$ cat src/rtl/encode_packet.sv
// Aurora TX packet encoder: slices one 1034-bit DFX word into five 256-bit beats with 7-bit headers.
// Optional macro ENCODE_PKT_PARITY_EN puts even parity of the beat payload in header bit 5.
module encode_packet #(
  parameter int DATA_WIDTH        = 1024,
  parameter int ADDR_WIDTH        = 10,
  parameter int DATA_DFX_WIDTH    = DATA_WIDTH + ADDR_WIDTH,
  parameter int AURORA_DATA_WIDTH = 256,
  parameter int NUMBER_PACKET     = 5
) (
  input  logic                         clk,
  input  logic                         rst_n,
  input  logic [1:0]                   src_router_id,
  input  logic [DATA_DFX_WIDTH-1:0]    data_dfx_in,
  input  logic                         valid_dfx_in,
  output logic                         ready_dfx_in,
  output logic [AURORA_DATA_WIDTH-1:0] data_send,
  output logic                         valid_send,
  input  logic                         ready_send,
  output logic                         encode_done,
  output logic                         busy
);

  localparam int HDR_W   = 7;
  localparam int CHUNK_W = AURORA_DATA_WIDTH - HDR_W;
  localparam int LAST_W  = DATA_DFX_WIDTH - (NUMBER_PACKET - 1) * CHUNK_W;
  localparam int IDX_W   = $clog2(DATA_DFX_WIDTH);
  localparam logic [2:0] LastIdx = 3'(NUMBER_PACKET - 1);

  localparam logic [1:0] StIdle = 2'd0;
  localparam logic [1:0] StSend = 2'd1;
  localparam logic [1:0] StDone = 2'd2;

  logic [1:0]                state_q, state_d;
  logic [2:0]                cnt_q;
  logic [DATA_DFX_WIDTH-1:0] word_q;
  logic [1:0]                id_q;
  logic                      accept;
  logic                      xfer;

  function automatic logic [AURORA_DATA_WIDTH-1:0] make_beat(
    input logic [DATA_DFX_WIDTH-1:0] word,
    input logic [1:0]                id,
    input logic [2:0]                n
  );
    logic [AURORA_DATA_WIDTH-1:0] b;
    logic [IDX_W-1:0]             base;
    b    = '0;
    base = IDX_W'(32'(n) * CHUNK_W);
    b[1:0] = id;
    b[4:2] = n;
    if (n == LastIdx) begin
      b[HDR_W +: LAST_W] = word[DATA_DFX_WIDTH-1 -: LAST_W];
    end else begin
      b[AURORA_DATA_WIDTH-1:HDR_W] = word[base +: CHUNK_W];
    end
`ifdef ENCODE_PKT_PARITY_EN
    b[5] = ^b[AURORA_DATA_WIDTH-1:HDR_W];
`endif
    return b;
  endfunction

  assign accept = valid_dfx_in && ready_dfx_in && (state_q == StIdle);
  assign xfer   = valid_send && ready_send;
  assign busy   = (state_q != StIdle);

  always_comb begin
    state_d = state_q;
    case (state_q)
      StIdle: if (accept) state_d = StSend;
      StSend: if (xfer && cnt_q == LastIdx) state_d = StDone;
      StDone: state_d = StIdle;
      default: state_d = StIdle;
    endcase
  end

  always_ff @(posedge clk or negedge rst_n) begin
    if (!rst_n) begin
      state_q      <= StIdle;
      cnt_q        <= '0;
      word_q       <= '0;
      id_q         <= '0;
      data_send    <= '0;
      valid_send   <= 1'b0;
      ready_dfx_in <= 1'b0;
      encode_done  <= 1'b0;
    end else begin
      state_q      <= state_d;
      ready_dfx_in <= (state_d == StIdle);
      encode_done  <= (state_d == StDone);
      case (state_q)
        StIdle: begin
          if (accept) begin
            word_q     <= data_dfx_in;
            id_q       <= src_router_id;
            // Beat 0 comes straight from the input so it is valid the cycle after acceptance.
            data_send  <= make_beat(data_dfx_in, src_router_id, 3'd0);
            valid_send <= 1'b1;
            cnt_q      <= '0;
          end
        end
        StSend: begin
          if (xfer) begin
            if (cnt_q == LastIdx) begin
              data_send  <= '0;
              valid_send <= 1'b0;
            end else begin
              cnt_q     <= cnt_q + 3'd1;
              data_send <= make_beat(word_q, id_q, cnt_q + 3'd1);
            end
          end
        end
        default: begin
          data_send  <= '0;
          valid_send <= 1'b0;
        end
      endcase
    end
  end

endmodule

$ cat config.mk
export PLATFORM = sky130hd
export DESIGN_NAME = encode_packet
export DESIGN_NICKNAME = d
export VERILOG_FILES = /design/src/rtl/encode_packet.sv
export SDC_FILE = /design/constraint.sdc
export NUM_CORES = 2
export LEC_CHECK = 0
export CORE_AREA = 5 5 500 502
export CTS_CLUSTER_DIAMETER = 150
export CTS_CLUSTER_SIZE = 24
export DETAILED_ROUTE_END_ITERATION = 10
export DIE_AREA = 0 0 505 507
export HOLD_SLACK_MARGIN = 0.06
export PLACE_DENSITY = 0.5
export SLEW_MARGIN = 20
export SYNTH_ARGS = -nofsm -noshare
export SYNTH_HDL_FRONTEND = slang
export SYNTH_SLANG_ARGS = --single-unit
$ cat constraint.sdc
create_clock -name clk -period 6.6 [get_ports clk]
set_clock_uncertainty 0.2 [all_clocks]
set_input_delay 1.32 -clock clk [delete_from_list [all_inputs] [get_ports clk]]
set_output_delay 1.32 -clock clk [all_outputs]
set_load 0.01 [all_outputs]
==> impl_results.md <==
- Die area: 0.2560 sq mm
- Max-Cap Viols: 0
- Post-synthesis mux area share: 9.712%
- Share of cells above drive strength 1: between 6 and 7%
- Hold slack: around 0.28 ns
- Final period utilization: 60.53%
- Reg clk slew, reported paths: approximately 0.10 ns
- Final setup fails: 0
- Worst Setup Start Kind: flip-flop
- Die Width: 505 um
- Adder-cell share of the synthesized area: 0.06501%
- Post-synth ARST share: 100.0%
- Slowest stage delay, CP: roughly 0.76 ns
- PwrDens: ~430 mW/mm^2
- Router iterations before antenna repair: 5
- PortBufs: 1297
- # IOs: 1300
- RSZ-0062 raised after global routing: false
- Filler instances: 25414
- CP Class: reg -> out
- Vias per inst: about 4.8
- Syn. warnings: 0
- Antenna violations before repair: 102
- Slew margin rel.: around 22%
- Arrival time worst endpoint: approximately 2.5 ns
- CORE AREA: about 0.24 sq mm
- Worst setup EP type: primary output
- HP Class: reg -> reg
- # rows: roughly 180
- Syn_area_per_cell: 9.755 sq um
- Starting Density: between 20% and 30%
- Seq. cell area: 0.03248 sq mm
- Pins Over Slew Limit: 0
- Tot GR Track Use: between 10% and 20%
- Status: finished, final reports clean
- CP max-delay cell: clkdlybuf4s50_1
- WL/cell: 26.00 um
- Final HPWL DP: roughly 190000 um
- Placer Congestion: a little over 0.9
- CTS tree: yes
- Gr ovfl total: 0
- Synth unique cells: 40
- EDFF count, synth: 0
- DR iter-0 viols: 4765
- Synth Area in XOR/XNOR: 0.01517%
- Clock buffer depth: 3
- Layout overhead on the synthesized area: 30.47%
- Post-Syn Instances: a little under 6000
- Root Driver: clkbuf_16
- Final min period: about 4.0 ns
- # DRC: 0
- Ys flop type: dfrtp_1
- CP Cell Sequence: or2_2 -> clkdlybuf4s50_1
- CTS Hold Buffers Added: 0
- Compound-gate portion of the synthesized area: roughly 4.4%
- Clock sinks: roughly 1300
- Drt total wl: 265200 um
- Leakage Power: 0.03501 uW
- CTS resizes: 0
- Setup bufs post-CTS: 0
- Clock latency on the worst-skew pair: around 0.73 ns
- First-pass GRT wire length: 377200 um
- Count of final hold-check violations: 0
- Largest net degree at the start of global routing: roughly 190
- Post-DRT Antenna Nets: 0
- Simple-Gate Fraction of Synth Area: about a quarter
- CP max FO: 13
- Multi-input logic area: approximately 0.022 sq mm
- Largest family of logic cells by synthesized area: simple AND/OR/NAND/NOR gates
- Critical Path RT: 5.08 ns
- Die Y: about 510 um
- Fmax: between 200 and 300 MHz
- Seq/Total Area, Yosys: roughly 56%
- #FFs+latches synth: about 1300
- Setup TNS: 0 ns
- Number of global-route vias before repair: 50045
- H-tree lvl count: 3
- Worst-margin pin slew: roughly 1.2 ns
- Worst VDD drop: between 0.3 and 0.4 mV
- Syn Std Cell Area: between 0.05 and 0.06 sq mm
- Fin nets: approximately 8000
- Via count: roughly 50000
- Num CTS Buffers: 66
worst paths after layout:
path                                    startpoint                          to  slack, ns  cells after the start
max                           state_q[0]$_DFF_PN0_                        busy       2.61                      2
min                        word_q[786]$_DFFE_PN0P_     word_q[786]$_DFFE_PN0P_       0.28                      2
max reg2reg                   cnt_q[0]$_DFFE_PN0P_  data_send[139]$_DFFE_PN0P_       2.95                      5
min reg2reg                word_q[786]$_DFFE_PN0P_     word_q[786]$_DFFE_PN0P_       0.28                      2
max in group asynchronous                    rst_n        cnt_q[0]$_DFFE_PN0P_       4.04                      2
min in group asynchronous                    rst_n     word_q[147]$_DFFE_PN0P_       0.40                      1
sequential cells by signal, summed over array words and instances, names as in the netlist:
signal and count:
word_q 1034, data_send 254, cnt_q 3, id_q 2, state_q 2, encode_done 1
ready_dfx_in 1, valid_send 1
worst max-delay path: cells and delay by family (launching register included):
| family | cells | cell delay, ns |
|---|---|---|
| AND/OR/NAND/NOR | 1 | 0.31 |
| flip-flops | 1 | 0.72 |
| buffers and inverters | 1 | 0.76 |
synthesized netlist by cell type (2+ instances only):
library cell,n,area (sq um)
nor3_1,2,10.01
buf_1,12,45.04
nor2_1,3,11.26
a21bo_2,2,20.02
ha_1,3,37.54
nand2_1,3035,11390
o211ai_1,249,1869
o21ai_0,44,220.2
nand3_1,214,1071
buf_4,19,142.6
o2111ai_2,2,30.03
clkbuf_1,206,773.2
a31oi_1,2,12.51
dfrtp_1,1298,32480
nor2b_1,5,31.28
o2111ai_1,37,324.1
inv_1,42,157.7
mux4_2,249,5608
buf_6,105,1182
buf_2,120,600.6
o2bb2ai_1,2,17.52
nand4_1,250,1564
final cells by class:
type,count,area share [%]
Antenna cell,56,0.1860
Clock buffer,66,2.192
Clock inverter,11,0.2956
Inverter,43,0.2242
Multi-Input combinational cell,4117,29.79
Sequential cell,1298,43.12
Tap cell,3220,5.348
Timing Repair Buffer,1389,18.85
cell usage in the layout (no fill, tap or decap), types with 2 or more instances in the layout:
cell and instances:
o211ai_1 249, a31oi_1 2, nand2_1 3035, ha_1 2
nor3_1 2, diode_2 56, nor2_1 2, mux4_2 249
inv_16 2, a21bo_2 2, clkdlybuf4s50_1 1296, buf_16 2
dfrtp_1 1297, clkinv_8 3, o2bb2ai_1 2, nand3_1 213
nor2b_1 5, buf_12 39, o21ai_0 44, o2111ai_1 37
clkbuf_16 66, nand4_1 250, inv_1 42, conb_1 2
clkinv_16 4, buf_4 52
stage by stage:
step | cell area, sq um | util [%] | power, uW | std cells | setup WS (ns)
floorplan | 57740 | - | 21650 | 5920 | 4.038
global placement | 73290 | 29.94 | 27290 | 10066 | 2.591
detailed placement | 73290 | 29.94 | 27590 | 10066 | 2.570
CTS | 75170 | 30.71 | 32470 | 10143 | 2.492
global route | 75290 | 30.75 | 34270 | 10181 | 2.497
finish | 75330 | 30.77 | 32080 | 10200 | 2.605
power breakdown:
group / internal, uW / total (uW) / switching, uW
clock network: 1880 / 4760 / 2890
logic: 6190 / 13600 / 7420
registers: 11500 / 13700 / 2240
total: 19500 / 32100 / 12600
per-layer routing:
| metal | track usage [%] | up-vias | share of wire [%] |
|---|---|---|---|
| met5 | 0 | - | 0.15 |
| li1 | - | 21633 | - |
| met4 | 6.219 | 64 | 2.8 |
| met2 | 31.14 | 1975 | 46 |
| met3 | 7.391 | 326 | 10 |
| met1 | 25.73 | 24946 | 42 |
logic make-up after synthesis:
| kind of cell | count (synthesis) |
|---|---|
| and+or+nand+nor | 3519 |
| DFF | 1298 |
| xor gates and xnor gates | 1 |
| muxes | 249 |
| AOI/OAI and AO/OA | 343 |
| other | 1 |
| adders and majority gates | 3 |
| buffers and inverters | 505 |
Note: power is estimated with default switching activity, not from simulation.
